--- config.mk ---
export PLATFORM = sky130hd
export DESIGN_NAME = prog_bool_lut_flat
export DESIGN_NICKNAME = d
export VERILOG_FILES = /design/src/rtl/prog_bool_lut_pkg.sv /design/src/rtl/prog_bool_lut_if.sv /design/src/rtl/prog_bool_lut_cell.sv /design/src/rtl/prog_bool_lut.sv /design/src/flat_wrapper.sv
export SDC_FILE = /design/constraint.sdc
export NUM_CORES = 1
export LEC_CHECK = 0
export BUFFER_PORTS_ARGS = -buffer_cell sky130_fd_sc_hd__buf_2
export CAP_MARGIN = 10
export CORE_ASPECT_RATIO = 1.2
export CORE_MARGIN = 10
export CORE_UTILIZATION = 55
export DETAILED_ROUTE_END_ITERATION = 8
export GPL_TIMING_DRIVEN = 0
export HOLD_SLACK_MARGIN = 0.03
export PLACE_DENSITY = 0.82
export SLEW_MARGIN = 0
export SYNTH_ARGS = -nofsm -noshare
export SYNTH_HDL_FRONTEND = slang
export SYNTH_SLANG_ARGS = --single-unit
--- constraint.sdc ---
create_clock -name clk -period 2.9 [get_ports clk]
set_input_delay 0.58 -clock clk [delete_from_list [all_inputs] [get_ports clk]]
set_output_delay 0.58 -clock clk [all_outputs]
set_load 0.02 [all_outputs]
--- src/rtl/prog_bool_lut_pkg.sv ---
// prog_bool_lut_pkg: shared config FSM encoding, hit counter constants and width helpers
package prog_bool_lut_pkg;

    typedef enum logic [1:0] {IDLE, LOAD, COMMIT} cfg_state_e;

    localparam int HIT_W = 16;
    localparam logic [HIT_W-1:0] HIT_MAX = '1;

    function automatic int tt_w(input int n_in);
        return 1 << n_in;
    endfunction

    function automatic int ch_w(input int n_ch);
        return n_ch > 1 ? $clog2(n_ch) : 1;
    endfunction

endpackage

--- src/rtl/prog_bool_lut_if.sv ---
// prog_bool_lut_if: evaluation stream and serial configuration port of prog_bool_lut
interface prog_bool_lut_if #(
    parameter int N_IN = 4,
    parameter int N_CH = 2
);
    import prog_bool_lut_pkg::*;

    localparam int CH_W = ch_w(N_CH);

    logic                   in_valid;
    logic                   in_ready;
    logic [N_CH*N_IN-1:0]   in_data;
    logic                   out_valid;
    logic                   out_ready;
    logic [N_CH-1:0]        out_data;
    logic                   cfg_start;
    logic [CH_W-1:0]        cfg_ch;
    logic                   cfg_bit_valid;
    logic                   cfg_bit;
    logic                   cfg_busy;
    logic                   cfg_done;

    modport master (
        output in_valid, in_data, out_ready, cfg_start, cfg_ch, cfg_bit_valid, cfg_bit,
        input  in_ready, out_valid, out_data, cfg_busy, cfg_done
    );

    modport slave (
        input  in_valid, in_data, out_ready, cfg_start, cfg_ch, cfg_bit_valid, cfg_bit,
        output in_ready, out_valid, out_data, cfg_busy, cfg_done
    );

endinterface

--- src/rtl/prog_bool_lut_cell.sv ---
// bool_lut_cell: one channel's active truth table with commit write port and index mux
module bool_lut_cell
    import prog_bool_lut_pkg::*;
#(
    parameter int                       N_IN = 4,
    parameter logic [tt_w(N_IN)-1:0]    INIT = 16'hFF91
) (
    input  logic                    clk,
    input  logic                    rst_n,
    input  logic                    we,
    input  logic [tt_w(N_IN)-1:0]   wdata,
    input  logic [N_IN-1:0]         idx,
    output logic                    y
);

    logic [tt_w(N_IN)-1:0] tt_q, tt_d;

    always_comb tt_d = we ? wdata : tt_q;

    always_ff @(posedge clk or negedge rst_n)
        if (!rst_n) tt_q <= INIT;
        else        tt_q <= tt_d;

    assign y = tt_q[idx];

endmodule

--- src/rtl/prog_bool_lut.sv ---
// prog_bool_lut: N_CH-channel programmable LUT with serial table reload; PROG_BOOL_LUT_HITCNT_EN adds per-channel hit counters
module prog_bool_lut
    import prog_bool_lut_pkg::*;
#(
    parameter int                       N_IN       = 4,
    parameter int                       N_CH       = 2,
    parameter logic [tt_w(N_IN)-1:0]    DEFAULT_TT = 16'hFF91
) (
    input  logic                    clk,
    input  logic                    rst_n,
    prog_bool_lut_if.slave          bus
`ifdef PROG_BOOL_LUT_HITCNT_EN
    ,
    input  logic                    hit_clr,
    output logic [N_CH*HIT_W-1:0]   hit_cnt
`endif
);

    localparam int TT_W  = tt_w(N_IN);
    localparam int CH_W  = ch_w(N_CH);
    localparam int IW    = $clog2(TT_W);
    localparam int CNT_W = IW + 1;
    localparam logic [CNT_W-1:0] LAST = CNT_W'(TT_W - 1);

    cfg_state_e         state_q, state_d;
    logic [CNT_W-1:0]   cnt_q, cnt_d;
    logic [CH_W-1:0]    ch_q, ch_d;
    logic [TT_W-1:0]    shadow_q, shadow_d;
    logic               out_valid_q, out_valid_d;
    logic [N_CH-1:0]    out_data_q, out_data_d;
    logic [N_CH-1:0]    y, we;
    logic               accept;

    assign bus.in_ready  = !out_valid_q || bus.out_ready;
    assign accept        = bus.in_valid && bus.in_ready;
    assign bus.out_valid = out_valid_q;
    assign bus.out_data  = out_data_q;
    assign bus.cfg_busy  = state_q != IDLE;
    assign bus.cfg_done  = state_q == COMMIT;

    // COMMIT ignores cfg_start; in LOAD a new start discards the partial table
    always_comb begin
        state_d  = state_q;
        cnt_d    = cnt_q;
        ch_d     = ch_q;
        shadow_d = shadow_q;
        if (state_q == COMMIT) begin
            state_d = IDLE;
        end else if (bus.cfg_start) begin
            state_d  = LOAD;
            cnt_d    = '0;
            ch_d     = bus.cfg_ch;
            shadow_d = '0;
        end else if (state_q == LOAD && bus.cfg_bit_valid) begin
            shadow_d[cnt_q[IW-1:0]] = bus.cfg_bit;
            cnt_d   = cnt_q + 1'b1;
            state_d = cnt_q == LAST ? COMMIT : LOAD;
        end
    end

    always_comb begin
        out_valid_d = accept || (out_valid_q && !bus.out_ready);
        out_data_d  = accept ? y : out_data_q;
    end

    always_ff @(posedge clk or negedge rst_n)
        if (!rst_n) begin
            state_q     <= IDLE;
            cnt_q       <= '0;
            ch_q        <= '0;
            shadow_q    <= '0;
            out_valid_q <= 1'b0;
            out_data_q  <= '0;
        end else begin
            state_q     <= state_d;
            cnt_q       <= cnt_d;
            ch_q        <= ch_d;
            shadow_q    <= shadow_d;
            out_valid_q <= out_valid_d;
            out_data_q  <= out_data_d;
        end

    for (genvar k = 0; k < N_CH; k++) begin : g_ch
        // out-of-range cfg_ch matches no channel, so the commit is a no-op
        assign we[k] = state_q == COMMIT && ch_q == CH_W'(k);

        bool_lut_cell #(.N_IN(N_IN), .INIT(DEFAULT_TT)) u_cell (
            .clk   (clk),
            .rst_n (rst_n),
            .we    (we[k]),
            .wdata (shadow_q),
            .idx   (bus.in_data[k*N_IN +: N_IN]),
            .y     (y[k])
        );

`ifdef PROG_BOOL_LUT_HITCNT_EN
        logic [HIT_W-1:0] hit_q, hit_d;

        always_comb
            hit_d = hit_clr ? '0 :
                    (accept && y[k] && hit_q != HIT_MAX) ? hit_q + 1'b1 : hit_q;

        always_ff @(posedge clk or negedge rst_n)
            if (!rst_n) hit_q <= '0;
            else        hit_q <= hit_d;

        assign hit_cnt[k*HIT_W +: HIT_W] = hit_q;
`endif
    end

endmodule

--- src/flat_wrapper.sv ---
// flat-port wrapper written by rule: the top's interface ports become plain ports
module prog_bool_lut_flat import prog_bool_lut_pkg::*;
#(
    parameter int                       N_IN       = 4,
    parameter int                       N_CH       = 2,
    parameter logic [tt_w(N_IN)-1:0]    DEFAULT_TT = 16'hFF91
)
  (clk, rst_n, bus_in_valid, bus_in_data, bus_out_ready, bus_cfg_start, bus_cfg_ch, bus_cfg_bit_valid, bus_cfg_bit, bus_in_ready, bus_out_valid, bus_out_data, bus_cfg_busy, bus_cfg_done);
  prog_bool_lut_if #(.N_IN(N_IN), .N_CH(N_CH)) bus_i ();
  input  logic clk;
  input  logic rst_n;
  input wire logic [$bits(bus_i.in_valid)-1:0] bus_in_valid;
  input wire logic [$bits(bus_i.in_data)-1:0] bus_in_data;
  input wire logic [$bits(bus_i.out_ready)-1:0] bus_out_ready;
  input wire logic [$bits(bus_i.cfg_start)-1:0] bus_cfg_start;
  input wire logic [$bits(bus_i.cfg_ch)-1:0] bus_cfg_ch;
  input wire logic [$bits(bus_i.cfg_bit_valid)-1:0] bus_cfg_bit_valid;
  input wire logic [$bits(bus_i.cfg_bit)-1:0] bus_cfg_bit;
  output wire logic [$bits(bus_i.in_ready)-1:0] bus_in_ready;
  output wire logic [$bits(bus_i.out_valid)-1:0] bus_out_valid;
  output wire logic [$bits(bus_i.out_data)-1:0] bus_out_data;
  output wire logic [$bits(bus_i.cfg_busy)-1:0] bus_cfg_busy;
  output wire logic [$bits(bus_i.cfg_done)-1:0] bus_cfg_done;
  assign bus_i.in_valid = bus_in_valid;
  assign bus_i.in_data = bus_in_data;
  assign bus_i.out_ready = bus_out_ready;
  assign bus_i.cfg_start = bus_cfg_start;
  assign bus_i.cfg_ch = bus_cfg_ch;
  assign bus_i.cfg_bit_valid = bus_cfg_bit_valid;
  assign bus_i.cfg_bit = bus_cfg_bit;
  assign bus_in_ready = bus_i.in_ready;
  assign bus_out_valid = bus_i.out_valid;
  assign bus_out_data = bus_i.out_data;
  assign bus_cfg_busy = bus_i.cfg_busy;
  assign bus_cfg_done = bus_i.cfg_done;
  prog_bool_lut #(.N_IN(N_IN), .N_CH(N_CH), .DEFAULT_TT(DEFAULT_TT)) u_core (.clk(clk), .rst_n(rst_n), .bus(bus_i));
endmodule
==> impl_metrics.sql, run 1 <==
INSERT INTO impl_metrics (metric_group, metric, value, unit) VALUES
('critical_path', 'r2r_setup_slack', '1.19', 'ns'),
('placed_design', 'port_buffers', '19', ''),
('detailed_routing', 'remaining_antenna_violation_count', '0', ''),
('detailed_routing', 'vias_per_cell', '5.689', ''),
('global_routing', 'grt_pass1_wl', '10060', 'um'),
('critical_path', 'critical_path.reg2reg.startpoint', 'u_core.state_q[0]$_DFFE_PN0P_', ''),
('cts', 'clock_tree.buffer_depth', '2', ''),
('critical_path', 'crit_fanout', '7', ''),
('detailed_routing', 'post_drt_wl_per_cell', '17.82', 'um'),
('logic_synthesis', 'synth-seq-area-share', '50.85', '%'),
('timing', 'drv_slew', '0', ''),
('cts', 'cts-root-buf', 'clkbuf_8', ''),
('die', 'die_area', '8724', 'um^2'),
('critical_path', 'end_kind', 'output pin', ''),
('logic_synthesis', 'ys_async_sr_fraction', '100.0', '%'),
('min_path', 'hold_class', 'in -> async', ''),
('die', 'fp.dieH', '100.3', 'um'),
('cts', 'cts_max_level', '3', ''),
('finish', 'layout.cells.most_common_list', 'dfrtp_1, mux2_2, buf_2, dfstp_2, mux2i_1', ''),
('timing', 'fmax', '522.1', 'MHz'),
('die', 'core_area', '5261', 'um^2'),
('die', 'row_count', '29', ''),
('timing', 'finalCritPeriodShare', '66.05', '%'),
('global_routing', 'antenna_found_initial', '0', ''),
('critical_path', 'crit_type', 'reg -> out', ''),
('logic_synthesis', 'synth.net_count', '254', ''),
('timing', 'layout_min_cycle_time', '1.915', 'ns'),
('global_routing', 'via_count_of_the_first_global_routing_pass', '2034', ''),
('power', 'power_density_normalized_to_cell_area', '552.7', 'nW/um^2'),
('timing', 'finalHoldWorstSlack', '0.1697', 'ns'),
('die', 'initial_utilization', '56.22', '%'),
('cts', 'cts_sinks', '59', ''),
('global_routing', 'grt_start_max_net_pins', '43', ''),
('global_routing', 'track_usage', '14.94', '%'),
('logic_synthesis', 'yosys_synthesis_warning_count', '0', ''),
('critical_path', 'reg2regPathDepth', '4', ''),
('critical_path', 'cp.required', '2.32', 'ns'),
('placed_design', 'finalWeightedCongestion', '0.8289', ''),
('logic_synthesis', 'synthesis.area_per_instance', '12.69', 'um^2'),
('cts', 'cts_post_setup_buffers_inserted', '0', ''),
('cts', 'cts_repair_resize_count', '0', ''),
('cts', 'clk_pin_slew_worst_paths', '0.07', 'ns'),
('critical_path', 'setup.worst_path.start', 'u_core.state_q[0]$_DFFE_PN0P_', ''),
('timing', 'worst_case_clock_skew', '0.008218', 'ns'),
('finish', 'final_layout_size_suffix_gt1_share', '45.72', '%'),
('detailed_routing', 'remaining_drc_errors', '0', ''),
('cts', 'number_of_buffers_created_by_cts', '9', ''),
('finish', 'non_filler_instance_count_after_layout', '331', ''),
('cts', 'insertion_delay', '0.34', 'ns'),
('finish', 'layout_commonest_cell', 'dfrtp_1', ''),
('logic_synthesis', 'yosysUniqueCellTypes', '38', ''),
('die', 'dieWidth', '86.95', 'um'),
('finish', 'num_antenna_cells', '0', ''),
('finish', 'numnets_final', '285', ''),
('logic_synthesis', 'postSynthRegisterBits', '59', ''),
('logic_synthesis', 'synth_ff_type', 'dfrtp_1', ''),
('finish', 'fillers', '399', ''),
('timing', 'setup_total_negative_slack', '0', 'ns'),
('timing', 'worstMarginPinSlew', '0.5144', 'ns'),
('power', 'cellLeakagePower', '1.522', 'nW'),
('detailed_routing', 'totalWireLength', '5900', 'um'),
('cts', 'holdBufCountCts', '0', ''),
('logic_synthesis', 'number_of_flops_mapped_to_enable_cells_by_yosys', '0', ''),
('power', 'worst_ir_drop_vdd', '308.9', 'uV'),
('placed_design', 'preCtsSetupSlack', '1.020', 'ns'),
('critical_path', 'timing.critical_path.from_type', 'register', ''),
('timing', 'postLayoutSetupSlackWorst', '0.9846', 'ns'),
('outcome', 'result_of_the_run', 'completed', ''),
('cts', 'tritoncts', 'built', ''),
('logic_synthesis', 'synth_area', '2958', 'um^2'),
('placed_design', 'post-place-cells', '315', '');
cells in the mapped netlist, drive strengths merged (3+ instances only):
library cell	instances	area (um^2)
nand2b	7	43.79
and3	3	18.77
mux2i	20	200.2
o21ai	4	20.02
nor3b	3	22.52
dfrtp	37	925.9
nor4b	10	140.1
mux2	34	382.9
nand3	5	25.02
ha	5	62.56
inv	7	26.28
mux4	4	90.09
dfstp	22	578.1
nand4	3	18.77
nor3	3	15.01
nand2	15	58.81
buf	10	77.57
nor2	20	92.59
final cells by class:
type,instances,area (um^2),share of cell area [%]
buffer,10,77.57,2.287
clock buffer,11,141.4,4.168
multi-input combinational,157,1350,39.80
inverter,7,26.28,0.7746
sequential,59,1504,44.34
timing repair buffer,20,115.1,3.394
clock inverter,5,100.1,2.951
tap,62,77.57,2.287
through the flow:
step                      instance area [um^2]   power, W  util [%]
after detailed placement                  3151  0.0009843     59.88
after global placement                    3131  0.0009780     59.50
after CTS                                 3392   0.001896     64.47
after global routing                      3392   0.001953     64.47
after floorplan                           2958  0.0009277         -
final                                     3392   0.001875     64.47
metal layers:
metal	share of wire, %	GRT usage [%]	up-vias
li1	-	-	899
met1	41	16.95	938
met2	52	24.39	35
met3	5.4	5.997	11
met4	1.8	5.868	0
met5	0	0	-
how the worst max path moves through the flow:
stage                                         endpoint  slack (ns)  cells past startpoint
detailed placement  u_core.bus.out_data[1]$_DFFE_PN0P_        1.02                      5
global route                              bus_cfg_done        0.91                      3
floorplan           u_core.bus.out_data[0]$_DFFE_PN0P_        1.20                      5
CTS                                       bus_cfg_done        0.97                      3
finish                                    bus_cfg_done        0.98                      3
global placement    u_core.bus.out_data[1]$_DFFE_PN0P_        1.04                      5
cells by family after synthesis:
kind of cell / Yosys count / share of synthesized area [%]
simple gates: 76 / 16.24
mux: 58 / 22.76
fa+ha+maj: 5 / 2.115
flops: 59 / 50.85
compound gates: 16 / 3.934
buf+inv: 17 / 3.511
xor+xnor: 2 / 0.5923
worst max-delay path, cell delays in order (launching register included):
cell      delay, ns
dfrtp_1        0.45
nand2b_1       0.22
inv_1          0.14
buf_2          0.19
flip-flops by register name, summed over array words and instances, names as in the netlist:
name	count
u_core.g_ch.u_cell.tt_q	32
u_core.shadow_q	16
u_core.cnt_q	5
u_core.bus.out_data	2
u_core.state_q	2
u_core.bus.out_valid	1
u_core.ch_q	1
report_power, final:
group / leakage (nW) / total [W] / switching (W) / internal [W]
sequential: 0.729 / 0.000846 / 0.00000913 / 0.000836
combinational: 0.670 / 0.000124 / 0.0000773 / 0.0000467
clock: 0.123 / 0.000905 / 0.000314 / 0.000591
total: 1.52 / 0.00187 / 0.000400 / 0.00147
(Power assumes the default switching activity.)
==> run 2: changes to the inputs <==
--- a/config.mk
+++ b/config.mk
@@ -9,11 +9,11 @@
 export CAP_MARGIN = 10
 export CORE_ASPECT_RATIO = 1.2
 export CORE_MARGIN = 10
-export CORE_UTILIZATION = 55
+export CORE_UTILIZATION = 54
 export DETAILED_ROUTE_END_ITERATION = 8
 export GPL_TIMING_DRIVEN = 0
 export HOLD_SLACK_MARGIN = 0.03
-export PLACE_DENSITY = 0.82
+export PLACE_DENSITY = 0.84
 export SLEW_MARGIN = 0
 export SYNTH_ARGS = -nofsm -noshare
 export SYNTH_HDL_FRONTEND = slang
==> constraint.sdc (replaced) <==
create_clock -name clk -period 1.6 [get_ports clk]
set_input_delay 0.32 -clock clk [delete_from_list [all_inputs] [get_ports clk]]
set_output_delay 0.32 -clock clk [all_outputs]
set_load 0.02 [all_outputs]
==> run 2 against run 1 <==
Sequential share of layout area is 0.86 points lower. Clock power is 56% higher. Setup slack got worse by 0.97 ns. Highest routed layer unchanged. Combinational power rose by 85%. Final area grew 2.1%. Register-to-register slack worse by 1.2 ns. Largest cell class unchanged. Core utilization increased by 0.93 points.
==> impl_metrics.sql, run 2 (synthesized netlist as in run 1, its figures left out) <==
INSERT INTO impl_metrics (metric_group, metric, value, unit) VALUES
('placed_design', 'preCtsSetupSlack', '-0.1010', 'ns'),
('critical_path', 'end_kind', 'register', ''),
('finish', 'layout_top_registers', 'u_core.g_ch.u_cell.tt_q x32, u_core.shadow_q x16, u_core.cnt_q x5', ''),
('power', 'power_share_of_the_clock_group', '44.3', '%'),
('critical_path', 'crit_type', 'reg -> reg', ''),
('timing', 'drv_slew', '0', ''),
('finish', 'layout_commonest_cell', 'dfrtp_1', ''),
('critical_path', 'timing.critical_path.arrival', '1.81', 'ns'),
('critical_path', 'r2r_setup_slack', '0.01', 'ns'),
('global_routing', 'grt_start_max_net_pins', '60', ''),
('placed_design', 'port_buffers', '19', ''),
('timing', 'report.final.hold_viol_count', '0', ''),
('critical_path', 'timing.critical_path.from_type', 'register', ''),
('detailed_routing', 'first_pass_iters', '4', ''),
('power', 'power_switching_share', '22.66', '%'),
('power', 'cell_internal_pwr', '0.002451', 'W'),
('cts', 'cts_sinks', '59', ''),
('timing', 'layout_min_cycle_time', '1.590', 'ns'),
('detailed_routing', 'post_drt_wl_per_cell', '18.84', 'um'),
('finish', 'numnets_final', '290', ''),
('cts', 'tritoncts', 'built', ''),
('power', 'pwr-share-comb', '7.3', '%'),
('cts', 'number_of_buffers_created_by_cts', '9', ''),
('timing', 'worst_case_clock_skew', '0.004511', 'ns'),
('die', 'dieWidth', '87.56', 'um'),
('timing', 'finalCritPeriodShare', '99.39', '%'),
('die', 'num_io_pins', '22', ''),
('die', 'row_count', '29', ''),
('cts', 'cts-root-buf', 'clkbuf_8', ''),
('power', 'totalPowerFinal', '0.003169', 'W'),
('cts', 'insertion_delay', '0.34', 'ns'),
('power', 'power_density_normalized_to_cell_area', '914.7', 'nW/um^2'),
('detailed_routing', 'drt-initial-drc-count', '119', ''),
('cts', 'clk_pin_slew_worst_paths', '0.06', 'ns'),
('critical_path', 'crit_fanout', '10', ''),
('critical_path', 'reg2regPathDepth', '6', ''),
('cts', 'holdBufCountCts', '0', ''),
('global_routing', 'track_usage', '14.25', '%'),
('detailed_routing', 'detailroute.wirelength.met2', '3381', 'um'),
('timing', 'postLayoutSetupSlackWorst', '0.009813', 'ns'),
('critical_path', 'setup.worst_path.start', 'u_core.state_q[0]$_DFFE_PN0P_', ''),
('power', 'power.sequential.fraction', '48.4', '%'),
('placed_design', 'detailed_place.area', '3131', 'um^2'),
('cts', 'clock_tree.buffer_depth', '2', ''),
('cts', 'cts_max_level', '3', ''),
('global_routing', 'grt_pass1_wl', '9701', 'um'),
('detailed_routing', 'totalWireLength', '6329', 'um'),
('die', 'core_area', '5298', 'um^2'),
('detailed_routing', 'wl_met1', '2456', 'um'),
('power', 'cellLeakagePower', '1.537', 'nW'),
('timing', 'worstMarginPinSlew', '0.7230', 'ns'),
('job', 'cap_viol_max_count', '0', ''),
('critical_path', 'cp.required', '1.82', 'ns'),
('detailed_routing', 'route.met3.wl', '302', 'um'),
('critical_path', 'critical_path.reg2reg.startpoint', 'u_core.state_q[0]$_DFFE_PN0P_', ''),
('timing', 'setup_total_negative_slack', '0', 'ns'),
('die', 'fp.dieH', '101.1', 'um'),
('die', 'initial_utilization', '55.83', '%'),
('finish', 'final_layout_size_suffix_gt1_share', '50.00', '%'),
('detailed_routing', 'vias_per_cell', '5.786', ''),
('timing', 'fmax', '628.9', 'MHz'),
('detailed_routing', 'remaining_antenna_violation_count', '0', ''),
('global_routing', 'gr-total-overflow', '0', ''),
('detailed_routing', 'remaining_drc_errors', '0', ''),
('critical_path', 'end_point_of_the_critical_path', 'u_core.shadow_q[6]$_DFFE_PN0P_', ''),
('die', 'die_area', '8850', 'um^2'),
('power', 'p_sw', '0.0007183', 'W'),
('detailed_routing', 'highest-signal-layer', 'met4', ''),
('timing', 'normalized_max_slew_margin', '51.80', '%'),
('finish', 'layout.cells.most_common_list', 'dfrtp_1, mux2_2, dfstp_2, buf_2, mux2i_1', ''),
('finish', 'num_antenna_cells', '0', ''),
('min_path', 'hold_class', 'in -> async', ''),
('finish', 'flow.area_growth_from_synthesis', '17.13', '%'),
('critical_path', 'regToRegEndpoint', 'u_core.shadow_q[6]$_DFFE_PN0P_', ''),
('timing', 'grt_setup_unrepaired', 'yes', ''),
('finish', 'largest_register_ffs', '32', ''),
('global_routing', 'via_count_of_the_first_global_routing_pass', '1938', ''),
('global_routing', 'antenna_found_initial', '0', ''),
('placed_design', 'finalWeightedCongestion', '0.8613', ''),
('finish', 'regMostFlops', 'u_core.g_ch.u_cell.tt_q', ''),
('power', 'worst_ir_drop_vdd', '489.7', 'uV'),
('finish', 'design_area', '3465', 'um^2'),
('detailed_routing', 'route.vias.total', '1944', ''),
('outcome', 'result_of_the_run', 'completed', ''),
('placed_design', 'place_hpwl', '4169', 'um'),
('timing', 'setup_viol', '0', '');
## run 2: how the worst min path moves through the flow
stage / from / endpoint / slack (ns) / depth (start not counted)
2_1_floorplan: rst_n / u_core.bus.out_data[0]$_DFFE_PN0P_ / 0.02 / 0
3_3_place_gp: u_core.bus.out_data[1]$_DFFE_PN0P_ / u_core.bus.out_data[1]$_DFFE_PN0P_ / 0.47 / 1
3_5_place_dp: u_core.bus.out_data[0]$_DFFE_PN0P_ / u_core.bus.out_data[0]$_DFFE_PN0P_ / 0.48 / 1
4_1_cts: bus_cfg_ch / u_core.ch_q$_DFFE_PN0P_ / 0.17 / 3
5_1_grt: rst_n / u_core.state_q[0]$_DFFE_PN0P_ / 0.09 / 1
6_report: rst_n / u_core.state_q[0]$_DFFE_PN0P_ / 0.04 / 1
## run 2: power by group through the flow
stage	logic [W]	clock network [W]	registers (W)
after global routing	0.000255	0.00148	0.00154
final	0.000230	0.00141	0.00153
after CTS	0.000223	0.00142	0.00153
after floorplan	0.000116	0	0.00157
after detailed placement	0.000222	0	0.00156
after global placement	0.000217	0	0.00156
## run 2: final cells by class
type | instances | area [um^2]
fillers | 374 | 1833
flip-flops and latches | 59 | 1506
multi-input cells | 157 | 1419
clock buffers | 15 | 176.4
repair buffers | 25 | 145.1
plain buffers | 10 | 83.83
well taps | 62 | 77.57
clock inverters | 1 | 30.03
inverters | 7 | 26.28
## run 2: per-stage QoR
step | hold WS, ns | std cells | util (%)
2_1_floorplan | 0.02441 | 233 | -
3_3_place_gp | 0.4700 | 314 | 59.09
3_5_place_dp | 0.4762 | 314 | 59.09
4_1_cts | 0.1704 | 331 | 63.34
5_1_grt | 0.09125 | 336 | 65.40
6_report | 0.04027 | 336 | 65.40
## run 2: critical path: stages, from the launching register on
cell and delay [ns]:
dfrtp_2 0.41, buf_4 0.14, a21boi_4 0.08, buf_6 0.17
nor4b_2 0.37, mux2i_1 0.26, nor2_2 0.05
## run 2: timing repair
| item | 4_1_cts | 5_1_grt |
|---|---|---|
| pin swaps | 0 | 2 |
| endpoints found under the setup margin | 13 | 27 |
| resized for setup | 5 | 14 |
| buffers inserted | 1 | 5 |
## run 2: per-layer routing
metal / vias up / track usage, %
li1: 907 / -
met1: 985 / 16.64
met2: 39 / 23.43
met3: 13 / 3.722
met4: 0 / 7.125
met5: - / 0
